**src/rtl/fmul_issue_q.sv**
```systemverilog
// fmul_issue_q
// Issue/result stage in front of the combinational single-precision
// multiplier. Operand pairs and their destination tags queue up in an
// in-order FIFO. The head entry drives the multiplier, and the returned
// product is captured into a result register together with its tag.
// Valid/ready handshakes on the dispatch side and the writeback side let
// either side stall without affecting the other.
//
// Optional feature: define FMUL_ISSUE_BYPASS_EN to let an operation that
// arrives at an empty, idle queue skip the FIFO. That operation is then
// captured at the same edge it is accepted.

module fmul_issue_q #(
    parameter int DEPTH = 4,
    parameter int TAG_W = 5
) (
    input  logic                     clk,
    input  logic                     rst,
    input  logic                     in_valid,
    output logic                     in_ready,
    input  logic [31:0]              in_x1,
    input  logic [31:0]              in_x2,
    input  logic [TAG_W-1:0]         in_tag,
    output logic [31:0]              mul_x1,
    output logic [31:0]              mul_x2,
    input  logic [31:0]              mul_y,
    output logic                     res_valid,
    input  logic                     res_ready,
    output logic [31:0]              res_y,
    output logic [TAG_W-1:0]         res_tag,
    output logic [$clog2(DEPTH):0]   count
);

    localparam int PTR_W = $clog2(DEPTH);
    localparam int CNT_W = PTR_W + 1;
    localparam logic [CNT_W-1:0] FULL_COUNT = CNT_W'(DEPTH);

    // FIFO storage; contents are don't-care after reset
    logic [31:0]      mem_x1  [DEPTH];
    logic [31:0]      mem_x2  [DEPTH];
    logic [TAG_W-1:0] mem_tag [DEPTH];

    logic [PTR_W-1:0] wr_ptr;
    logic [PTR_W-1:0] rd_ptr;

    logic             fifo_empty;
    logic             push;
    logic             res_free;
    logic             cap;
    logic             fifo_push;
    logic             load_res;
    logic [TAG_W-1:0] load_tag;

`ifdef FMUL_ISSUE_BYPASS_EN
    logic             bypass;
`endif

    // Handshake decode. in_ready looks only at registered occupancy, so a
    // pop in the same cycle never frees a slot for a push.
    always_comb begin
        fifo_empty = (count == '0);
        in_ready   = (count < FULL_COUNT);
        push       = in_valid && in_ready;
        res_free   = !res_valid || res_ready;
        cap        = !fifo_empty && res_free;
    end

`ifdef FMUL_ISSUE_BYPASS_EN
    // An op that finds the queue empty and the result slot free goes straight to the multiplier
    always_comb begin
        bypass    = push && fifo_empty && res_free;
        fifo_push = push && !bypass;
        load_res  = cap || bypass;
        load_tag  = bypass ? in_tag : mem_tag[rd_ptr];
    end

    // Multiplier operands come from the head entry, the bypassing input, or zero when idle
    always_comb begin
        mul_x1 = 32'h0;
        mul_x2 = 32'h0;
        if (!fifo_empty) begin
            mul_x1 = mem_x1[rd_ptr];
            mul_x2 = mem_x2[rd_ptr];
        end else if (bypass) begin
            mul_x1 = in_x1;
            mul_x2 = in_x2;
        end
    end
`else
    // Every accepted op goes through the FIFO; capture only ever takes the head entry
    always_comb begin
        fifo_push = push;
        load_res  = cap;
        load_tag  = mem_tag[rd_ptr];
    end

    // Multiplier operands come from the head entry, or zero while the queue is empty
    always_comb begin
        mul_x1 = 32'h0;
        mul_x2 = 32'h0;
        if (!fifo_empty) begin
            mul_x1 = mem_x1[rd_ptr];
            mul_x2 = mem_x2[rd_ptr];
        end
    end
`endif

    // Write the accepted op at the tail; reset blocks the write so nothing half-lands
    always_ff @(posedge clk) begin
        if (!rst && fifo_push) begin
            mem_x1[wr_ptr]  <= in_x1;
            mem_x2[wr_ptr]  <= in_x2;
            mem_tag[wr_ptr] <= in_tag;
        end
    end

    // Tail and head pointers; DEPTH is a power of two so natural overflow wraps them
    always_ff @(posedge clk) begin
        if (rst) begin
            wr_ptr <= '0;
            rd_ptr <= '0;
        end else begin
            if (fifo_push) begin
                wr_ptr <= wr_ptr + PTR_W'(1);
            end
            if (cap) begin
                rd_ptr <= rd_ptr + PTR_W'(1);
            end
        end
    end

    // Occupancy moves only when exactly one of push-into-FIFO or capture happens
    always_ff @(posedge clk) begin
        if (rst) begin
            count <= '0;
        end else begin
            case ({fifo_push, cap})
                2'b10:   count <= count + CNT_W'(1);
                2'b01:   count <= count - CNT_W'(1);
                default: count <= count;
            endcase
        end
    end

    // Result register. The product and tag hold their last values once the consumer takes them.
    always_ff @(posedge clk) begin
        if (rst) begin
            res_valid <= 1'b0;
            res_y     <= 32'h0;
            res_tag   <= '0;
        end else if (load_res) begin
            res_valid <= 1'b1;
            res_y     <= mul_y;
            res_tag   <= load_tag;
        end else if (res_valid && res_ready) begin
            res_valid <= 1'b0;
        end
    end

endmodule

```
**config.mk**
```make
export PLATFORM = sky130hd
export DESIGN_NAME = fmul_issue_q
export DESIGN_NICKNAME = d
export VERILOG_FILES = /design/src/rtl/fmul_issue_q.sv
export SDC_FILE = /design/constraint.sdc
export NUM_CORES = 1
export LEC_CHECK = 0
export ABC_CLOCK_PERIOD_IN_PS = 7070
export CAP_MARGIN = 30
export CORE_ASPECT_RATIO = 1.4
export CORE_MARGIN = 1.5
export CORE_UTILIZATION = 30
export DETAILED_ROUTE_END_ITERATION = 16
export PLACE_DENSITY = 0.53
export SLEW_MARGIN = 20
export SYNTH_ARGS = -nofsm -noshare
export SYNTH_HDL_FRONTEND = slang
export SYNTH_SLANG_ARGS = --single-unit
```
**constraint.sdc**
```tcl
create_clock -name clk -period 7.07 [get_ports clk]
set_input_delay 2.121 -clock clk [delete_from_list [all_inputs] [get_ports clk]]
set_output_delay 2.121 -clock clk [all_outputs]
set_load 0.05 [all_outputs]
```
==> results.sh, run 1 <==
export IMPL_grt_usage_pct=12.9
export IMPL_vias=6498
export IMPL_slew_viol_final=0
export IMPL_min_period_ns=5.29
export IMPL_wl_mm=27.0
export IMPL_synth_adder_area_share_pct=0.672
export IMPL_coreArea_um2=40400
export IMPL_grt_pass1_vias=7157
export IMPL_critPathRequiredTime_ns=4.95
export IMPL_reg2reg_depth=5
export IMPL_cts_max_level=2
export IMPL_crit_path_end_kind="output port"
export IMPL_clock_sinks=323
export IMPL_hold_viol_final=0
export IMPL_route_met2_wl_mm=13.9
export IMPL_dieHeight_um=242
export IMPL_synth_most_common_cell="edfxtp_1"
export IMPL_layout_drive_gt1_share_pct=15.8
export IMPL_comb_power_share_pct=40.3
export IMPL_n_fill_cell=3688
export IMPL_cts_hold_buffers=0
export IMPL_rsz0062_at_grt="no"
export IMPL_syn_area_per_cell_um2=18.7
export IMPL_synthArstFlopShare_pct=0
export IMPL_power_internal_mw=4.27
export IMPL_reg2reg_to="mem_x1[1][26]$_DFFE_PP_"
export IMPL_synth_distinct_cells=26
export IMPL_skew_ns=0.0142
export IMPL_worst_pin_slew_ns=0.917
export IMPL_status="finished clean"
export IMPL_path_max_fanout=35
export IMPL_ir_drop_v=0.000280
export IMPL_hp_class="register to register"
export IMPL_pin_count=211
export IMPL_crit_arrival_ns=3.17
export IMPL_synth_compound_area_share_pct=3.53
export IMPL_cts_tree="yes"
export IMPL_insertion_delay_ns=0.51
export IMPL_setup_viol=0
export IMPL_seqPwrFrac_pct=34.8
export IMPL_grt_pass1_wl_mm=41.5
export IMPL_drt_pass1_iterations=4
export IMPL_cts_buffers=35
export IMPL_ys_seq_elements=323
export IMPL_start_util_pct=30.4
export IMPL_synth_common_cells="276 x edfxtp_1, 69 x mux4_2, 68 x and2_1"
export IMPL_power_density_nw_per_um2=430
export IMPL_muxShareOfSynthArea_pct=12.6
export IMPL_finalCritPeriodShare_pct=74.8
export IMPL_relSlewSlack_pct=38.9
export IMPL_nets=984
export IMPL_num_rows=87
export IMPL_clockPowerShare_pct=24.9
export IMPL_r2r_start="count[2]$_SDFFE_PP0P_"
export IMPL_wl_per_cell_um=18.8
export IMPL_synthesis_area_um2=12300
export IMPL_grt_start_max_net_pins=76
export IMPL_die_area_um2=42200
export IMPL_cts_buffer_depth=3
export IMPL_cts_resized=0
export IMPL_worstSetupPathType="register to output port"
export IMPL_synth_xor_area_share_pct=0.214
export IMPL_p_leak_nw=5.07
export IMPL_dr_max_layer_used="met5"
export IMPL_ys_seq_area_share_pct=75.1
export IMPL_drt_iter0_markers=277
export IMPL_path_clk_slew_ns=0.06
export IMPL_hold_depth=2
export IMPL_synthCells=658
export IMPL_cts_root_buf="clkbuf_16"
export IMPL_syn_nets=769
export IMPL_stdcell_count=1432
export IMPL_antenna_left=0
export IMPL_yosysTopAreaCellShare_pct=67.4
export IMPL_area_delta_synth_final_pct=30.4
export IMPL_ys_warn_count=0
export IMPL_cts_setup_buffers=0
export IMPL_synth_top_family_by_area="multiplexers"
export IMPL_synthFlopType="edfxtp_1"
export IMPL_met1_length_mm=10.9
export IMPL_place_area_um2=14900
export IMPL_placedCellCount=1369
export IMPL_drc_errors=0
export IMPL_yosys_area_share_simple_pct=5.63
export IMPL_fmax_ghz=0.189
export IMPL_crit_end="mul_x2[10]"
export IMPL_drv_cap=0
export IMPL_met3WireLength_mm=1.55
export IMPL_synth_largest_area_cell="edfxtp_1"
export IMPL_dieWidth_um=174
export IMPL_power_mw=6.90
export IMPL_grt_overflow_total=0
export IMPL_fin_util_pct=39.7
export IMPL_final_area_um2=16000
export IMPL_place_congestion=0.712
export IMPL_hpwl_mm=15.5
export IMPL_synth_area_top_cells="edfxtp_1 67%, mux4_2 13%, dfxtp_1 7.7%"
export IMPL_avgViaCountPerCell=4.54
export IMPL_portBuffers=210
export IMPL_synth_edff_count=276
export IMPL_power_switching_share_pct=38.1
export IMPL_cp_start_kind="register"
export IMPL_setup_tns_ns=0
export IMPL_switchingPower_mw=2.63
export IMPL_r2r_slack_ns=4.55
export IMPL_antenna_found_initial=2
[power groups by stage]
stage	registers [mW]	logic [mW]	clock network, mW
2_1_floorplan	2.59	1.76	0
3_3_place_gp	2.45	2.83	0
3_5_place_dp	2.45	2.82	0
4_1_cts	2.41	2.84	1.78
5_1_grt	2.43	2.94	1.85
6_report	2.40	2.78	1.72
[stage by stage]
stage | worst slack (ns) | hold slack [ns]
after floorplan | 2.42 | 0.469
after global placement | 2.20 | 0.460
after detailed placement | 2.22 | 0.467
after CTS | 1.67 | 0.476
after global routing | 1.56 | 0.499
final | 1.78 | 0.473
[layout by cell type, fill, tap and decap left out]
cell,n
clkinv_1,6
or3_4,1
nor2_1,7
nor2b_2,1
buf_12,2
a311oi_2,1
a21oi_1,43
buf_4,10
nand2_1,2
a31o_1,1
clkinv_4,4
nand3_1,37
xnor2_1,1
o21ai_0,39
or3_1,2
clkinvlp_2,1
diode_2,1
buf_2,1
edfxtp_1,276
and2_1,64
inv_6,2
dfxtp_1,45
nand2b_1,1
clkbuf_1,5
clkdlybuf4s50_1,209
ha_1,5
nor2b_1,1
clkinvlp_4,2
inv_1,8
dfxtp_4,2
clkinv_2,4
xor2_1,2
fa_1,1
bufinv_16,2
clkbuf_16,35
nor3_2,1
mux4_2,69
and2_4,4
[state kept, by name (all words and copies together) (netlist names), named ones only]
name	flops
res_valid	1
rd_ptr	2
mem_tag	20
res_tag	5
count	3
mem_x2	128
res_y	32
wr_ptr	2
mem_x1	128
[routing by layer]
metal,up-vias,GRT usage [%]
li1,3011,-
met1,3274,15.0
met2,178,23.0
met3,33,3.31
met4,2,4.34
met5,-,0
[worst min-delay path by stage]
stage	startpoint	endpoint	slack [ns]
4_1_cts	res_y[2]$_SDFFE_PP0P_	res_y[2]$_SDFFE_PP0P_	0.48
5_1_grt	res_y[6]$_SDFFE_PP0P_	res_y[6]$_SDFFE_PP0P_	0.50
6_report	res_y[6]$_SDFFE_PP0P_	res_y[6]$_SDFFE_PP0P_	0.47
3_3_place_gp	res_y[25]$_SDFFE_PP0P_	res_y[25]$_SDFFE_PP0P_	0.46
3_5_place_dp	res_y[2]$_SDFFE_PP0P_	res_y[2]$_SDFFE_PP0P_	0.47
2_1_floorplan	wr_ptr[1]$_SDFFE_PP0P_	wr_ptr[1]$_SDFFE_PP0P_	0.47
[logic make-up after synthesis]
logic type | count (synthesis)
buffers and inverters | 52
and+or+nand+nor | 121
AOI/OAI and AO/OA | 84
muxes | 69
xor gates and xnor gates | 3
adders and majority gates | 6
DFF | 323
[critical path, cell delays in order, from the launching register on]
cell,delay (ns)
dfxtp_4,0.78
buf_12,0.36
mux4_2,0.55
and2_1,0.18
clkdlybuf4s50_1,0.70
[layout make-up]
class | instances | area [um^2] | share of cell area, %
timing repair buffer | 222 | 2210 | 13.8
inverter | 8 | 30.0 | 0.187
tap | 534 | 668 | 4.17
clock inverter | 21 | 175 | 1.09
multi-input combinational | 283 | 2810 | 17.5
clock buffer | 40 | 895 | 5.58
antenna | 1 | 2.50 | 0.0156
sequential | 323 | 9240 | 57.6
Note: power is estimated with default switching activity, not from simulation.
==> run 2: changes to the inputs <==
Settings changed: ABC_CLOCK_PERIOD_IN_PS 7070 to 5150.
Clock period 7.07 ns to 5.15 ns, I/O delays scaled along.
==> results.sh, run 2 (synthesis gave the netlist of run 1 again) <==
export IMPL_status="finished clean"
export IMPL_cts_hold_buffers=0
export IMPL_drv_cap=0
export IMPL_place_congestion=0.684
export IMPL_path_cells="buf_12, mux4_2, and2_1, clkdlybuf4s50_1"
export IMPL_drt_pass1_iterations=4
export IMPL_area_delta_synth_final_pct=31.0
export IMPL_setup_tns_ns=0
export IMPL_setup_viol=0
export IMPL_drt_iter0_markers=378
export IMPL_grt_pass1_wl_mm=41.9
export IMPL_fmax_ghz=0.228
export IMPL_rsz0062_at_grt="no"
export IMPL_cpPeakStageDelay_ns=0.70
export IMPL_cp_slowest_cell="clkdlybuf4s50_1"
export IMPL_finalWorstSetupSlack_ns=0.770
export IMPL_cts_max_level=2
export IMPL_skew_ns=0.00762
export IMPL_dieWidth_um=174
export IMPL_seqCellArea_um2=9240
export IMPL_crit_path_end_kind="output port"
export IMPL_ir_drop_v=0.000384
export IMPL_cp_start_kind="register"
export IMPL_cts_resized=0
export IMPL_hold_slack_ns=0.475
export IMPL_path_clk_slew_ns=0.06
export IMPL_path_max_fanout=64
export IMPL_wl_mm=27.2
export IMPL_grt_pass1_vias=7113
export IMPL_cp_top_family="buffers and inverters"
export IMPL_critPathRequiredTime_ns=3.61
export IMPL_worst_pin_slew_ns=0.919
export IMPL_hp_class="register to register"
export IMPL_grt_usage_pct=13.0
export IMPL_pin_count=211
export IMPL_final_area_um2=16100
export IMPL_critical_path_buf_inv_count=2
export IMPL_cts_root_buf="clkbuf_16"
export IMPL_largestRegisters="mem_x1 x128, mem_x2 x128, res_y x32"
export IMPL_avgViaCountPerCell=4.62
export IMPL_multi_input_comb_area_um2=2810
export IMPL_final_common_cell="edfxtp_1"
export IMPL_cts_setup_buffers=0
export IMPL_clock_sinks=323
export IMPL_dieHeight_um=242
export IMPL_slew_viol_final=0
export IMPL_num_rows=87
export IMPL_min_period_ns=4.38
export IMPL_start_util_pct=30.4
export IMPL_worstSetupPathType="register to output port"
export IMPL_relSlewSlack_pct=38.7
export IMPL_layout_drive_gt1_share_pct=15.4
export IMPL_grt_overflow_total=0
export IMPL_cts_tree="yes"
export IMPL_insertion_delay_ns=0.51
export IMPL_coreArea_um2=40400
export IMPL_antenna_cells=0
export IMPL_hpwl_mm=15.6
export IMPL_p_leak_nw=5.10
export IMPL_hold_viol_final=0
export IMPL_dp_slack_ns=1.18
export IMPL_portBuffers=210
export IMPL_drc_errors=0
export IMPL_grt_start_max_net_pins=70
export IMPL_final_cell_mix="276 x edfxtp_1, 209 x clkdlybuf4s50_1, 69 x mux4_2, 64 x and2_1, 45 x dfxtp_1"
export IMPL_wl_per_cell_um=19.0
export IMPL_power_mw=9.50
export IMPL_vias=6617
export IMPL_antenna_found_initial=1
export IMPL_finalCritPeriodShare_pct=85.0
export IMPL_place_area_um2=15000
export IMPL_crit_arrival_ns=2.83
export IMPL_antenna_left=0
export IMPL_die_area_um2=42200
export IMPL_nets=986
export IMPL_n_fill_cell=3671
export IMPL_power_density_nw_per_um2=590
export IMPL_cts_buffers=34
export IMPL_cts_buffer_depth=3
-- run 2: cell count changes in the layout (fill, tap and decap cells not counted), sizes merged --
cell / before / now
clkinv: 14 / 12
clkinvlp: 3 / 1
inv: 10 / 9
clkbuf: 40 / 44
diode: 1 / 0
buf: 13 / 16
-- run 2: path summary, 6_finish.rpt --
kind | start | to | slack [ns] | cells after the start
hold / removal | res_y[28]$_SDFFE_PP0P_ | res_y[28]$_SDFFE_PP0P_ | 0.47 | 2
setup / recovery | register | mul_x2[16] | 0.77 | 4
setup reg to reg | count[0]$_SDFFE_PP0P_ | count[2]$_SDFFE_PP0P_ | 2.83 | 9
hold reg to reg | res_y[28]$_SDFFE_PP0P_ | res_y[28]$_SDFFE_PP0P_ | 0.47 | 2
-- run 2: final cells by class --
cell class                 count  share of cell area (%)
inverter                       8                   0.186
timing repair buffer         225                    14.2
clock buffer                  44                    5.91
multi-input combinational    283                    17.4
clock inverter                16                   0.769
tap                          534                    4.15
sequential                   323                    57.4
-- run 2: per-layer routing --
metal,vias up,global-route usage (%),wire length [um]
met4,2,4.16,556
met2,190,22.5,13800
met1,3364,15.8,11400
met5,-,0,13
met3,44,3.03,1460
li1,3017,-,-
-- run 2: worst register-to-register path: stages (launching register included) --
cell and delay [ns]:
dfxtp_1 0.44, nor3_2 0.07, buf_4 0.26, nor2_1 0.22, ha_1 0.21, inv_1 0.06, fa_1 0.37, xor2_1 0.16
or3_1 0.31, a21oi_1 0.14
-- run 2: report_power, final --
group / internal, mW / leakage, nW / switching, mW
Combinational: 1.43 / 1.68 / 2.47
Clock: 1.40 / 0.521 / 0.976
Sequential: 3.09 / 2.89 / 0.134
-- run 2: through the flow --
step                      cells  utilization [%]
final                      1433             39.9
after global routing       1433             39.9
after CTS                  1433             39.9
after detailed placement   1373             37.2
after global placement     1373             37.2
after floorplan             658                -
==> run 3: changes to the inputs <==
Settings changed: CTS_CLUSTER_SIZE set to 8, TNS_END_PERCENT set to 1.
==> results.sh, run 3 (synthesis gave the netlist of run 1 again) <==
export IMPL_hp_class="register to register"
export IMPL_finalCritPeriodShare_pct=85.5
export IMPL_ir_drop_v=0.000373
export IMPL_hpwl_mm=15.6
export IMPL_cts_root_buf="clkbuf_16"
export IMPL_cts_resized=0
export IMPL_cts_buffers=46
export IMPL_grt_pass1_wl_mm=42.2
export IMPL_crit_arrival_ns=2.86
export IMPL_place_congestion=0.684
export IMPL_layout_drive_gt1_share_pct=16.0
export IMPL_cts_hold_buffers=0
export IMPL_setup_tns_ns=0
export IMPL_pin_count=211
export IMPL_final_cell_mix="276 x edfxtp_1, 209 x clkdlybuf4s50_1, 69 x mux4_2, 64 x and2_1, 49 x clkbuf_16"
export IMPL_worstSetupPathType="register to output port"
export IMPL_cp_start_kind="register"
export IMPL_insertion_delay_ns=0.53
export IMPL_wl_mm=27.4
export IMPL_setup_viol=0
export IMPL_skew_ns=0.0162
export IMPL_dieHeight_um=242
export IMPL_die_area_um2=42200
export IMPL_critical_path_buf_inv_count=2
export IMPL_power_density_nw_per_um2=604
export IMPL_worst_pin_slew_ns=0.915
export IMPL_power_mw=9.87
export IMPL_n_fill_cell=3650
export IMPL_grt_pass1_vias=7146
export IMPL_cts_setup_buffers=0
export IMPL_rsz0062_at_grt="no"
export IMPL_cp_slowest_cell="clkdlybuf4s50_1"
export IMPL_fin_util_pct=40.5
export IMPL_largestRegisters="mem_x1 x128, mem_x2 x128, res_y x32"
export IMPL_status="finished clean"
export IMPL_drt_iter0_markers=372
export IMPL_coreArea_um2=40400
export IMPL_stdcell_count=1443
export IMPL_path_clk_slew_ns=0.05
export IMPL_avgViaCountPerCell=4.61
export IMPL_path_cells="buf_12, mux4_2, and2_1, clkdlybuf4s50_1"
export IMPL_cts_tree="yes"
export IMPL_dieWidth_um=174
export IMPL_cp_top_family="buffers and inverters"
export IMPL_min_period_ns=4.40
export IMPL_cts_buffer_depth=3
export IMPL_portBuffers=210
export IMPL_hold_viol_final=0
export IMPL_area_delta_synth_final_pct=33.0
export IMPL_crit_path_end_kind="output port"
export IMPL_start_util_pct=30.4
export IMPL_grt_start_max_net_pins=70
export IMPL_drc_errors=0
export IMPL_antenna_found_initial=2
export IMPL_place_area_um2=15000
export IMPL_wl_per_cell_um=19.0
export IMPL_relSlewSlack_pct=39.0
export IMPL_grt_overflow_total=0
export IMPL_p_leak_nw=5.21
export IMPL_path_max_fanout=64
export IMPL_clock_sinks=323
export IMPL_cts_max_level=2
export IMPL_slew_viol_final=0
export IMPL_cpPeakStageDelay_ns=0.70
export IMPL_grt_usage_pct=13.1
export IMPL_antenna_left=0
export IMPL_vias=6651
export IMPL_final_area_um2=16300
export IMPL_final_common_cell="edfxtp_1"
export IMPL_drv_cap=0
export IMPL_num_rows=87
export IMPL_placedCellCount=1373
export IMPL_critPathRequiredTime_ns=3.61
export IMPL_drt_pass1_iterations=4
export IMPL_nets=998
export IMPL_fmax_ghz=0.227
==> run 3: cell count changes in the layout (fill, tap and decap cells not counted), moves of 2 or more <==
cell,previous run,this run
bufinv_16,2,0
clkbuf_1,7,18
clkbuf_16,37,49
clkinv_1,10,1
clkinv_2,2,0
==> run 3: tightest hold or removal path: cells and delay by family, from the launching register on <==
family             cells  cell delay (ns)
DFF                    1             0.30
AOI/OAI and AO/OA      2             0.12
==> run 3: final timing paths <==
| check | endpoint | cells after the start | slack, ns | start |
|---|---|---|---|---|
| setup / recovery | mul_x2[20] | 4 | 0.75 | register |
| hold / removal | res_y[21]$_SDFFE_PP0P_ | 2 | 0.47 | res_y[21]$_SDFFE_PP0P_ |
| setup reg to reg | count[2]$_SDFFE_PP0P_ | 9 | 2.85 | count[0]$_SDFFE_PP0P_ |
| hold reg to reg | res_y[21]$_SDFFE_PP0P_ | 2 | 0.47 | res_y[21]$_SDFFE_PP0P_ |
==> run 3: report_power, final <==
part	leakage [nW]	switching, mW	internal (mW)
Clock	0.634	1.03	1.72
Combinational	1.68	2.47	1.43
Sequential	2.89	0.135	3.09
Total	5.21	3.63	6.24
==> run 3: final cells by class <==
class	count	area, um^2	share of cell area, %
well taps	534	668	4.09
flip-flops and latches	323	9240	56.5
diodes	1	2.50	0.0153
repair buffers	225	2280	14.0
clock buffers	68	1310	8.00
multi-input cells	283	2810	17.2
clock inverters	1	3.75	0.0230
inverters	8	30.0	0.184
==> run 3: stage by stage <==
stage / worst slack (ns) / hold WS, ns
finish: 0.746 / 0.473
global route: 0.584 / 0.493
CTS: 0.658 / 0.473
detailed placement: 1.18 / 0.466
global placement: 1.20 / 0.460
floorplan: 1.08 / 0.469
==> run 3: metal layers <==
| metal | vias to the layer above | track usage [%] | wire [um] |
|---|---|---|---|
| li1 | 3042 | - | - |
| met1 | 3364 | 16.1 | 11500 |
| met2 | 192 | 22.1 | 13800 |
| met3 | 51 | 3.09 | 1470 |
| met4 | 2 | 5.07 | 688 |
| met5 | - | 0 | 8 |
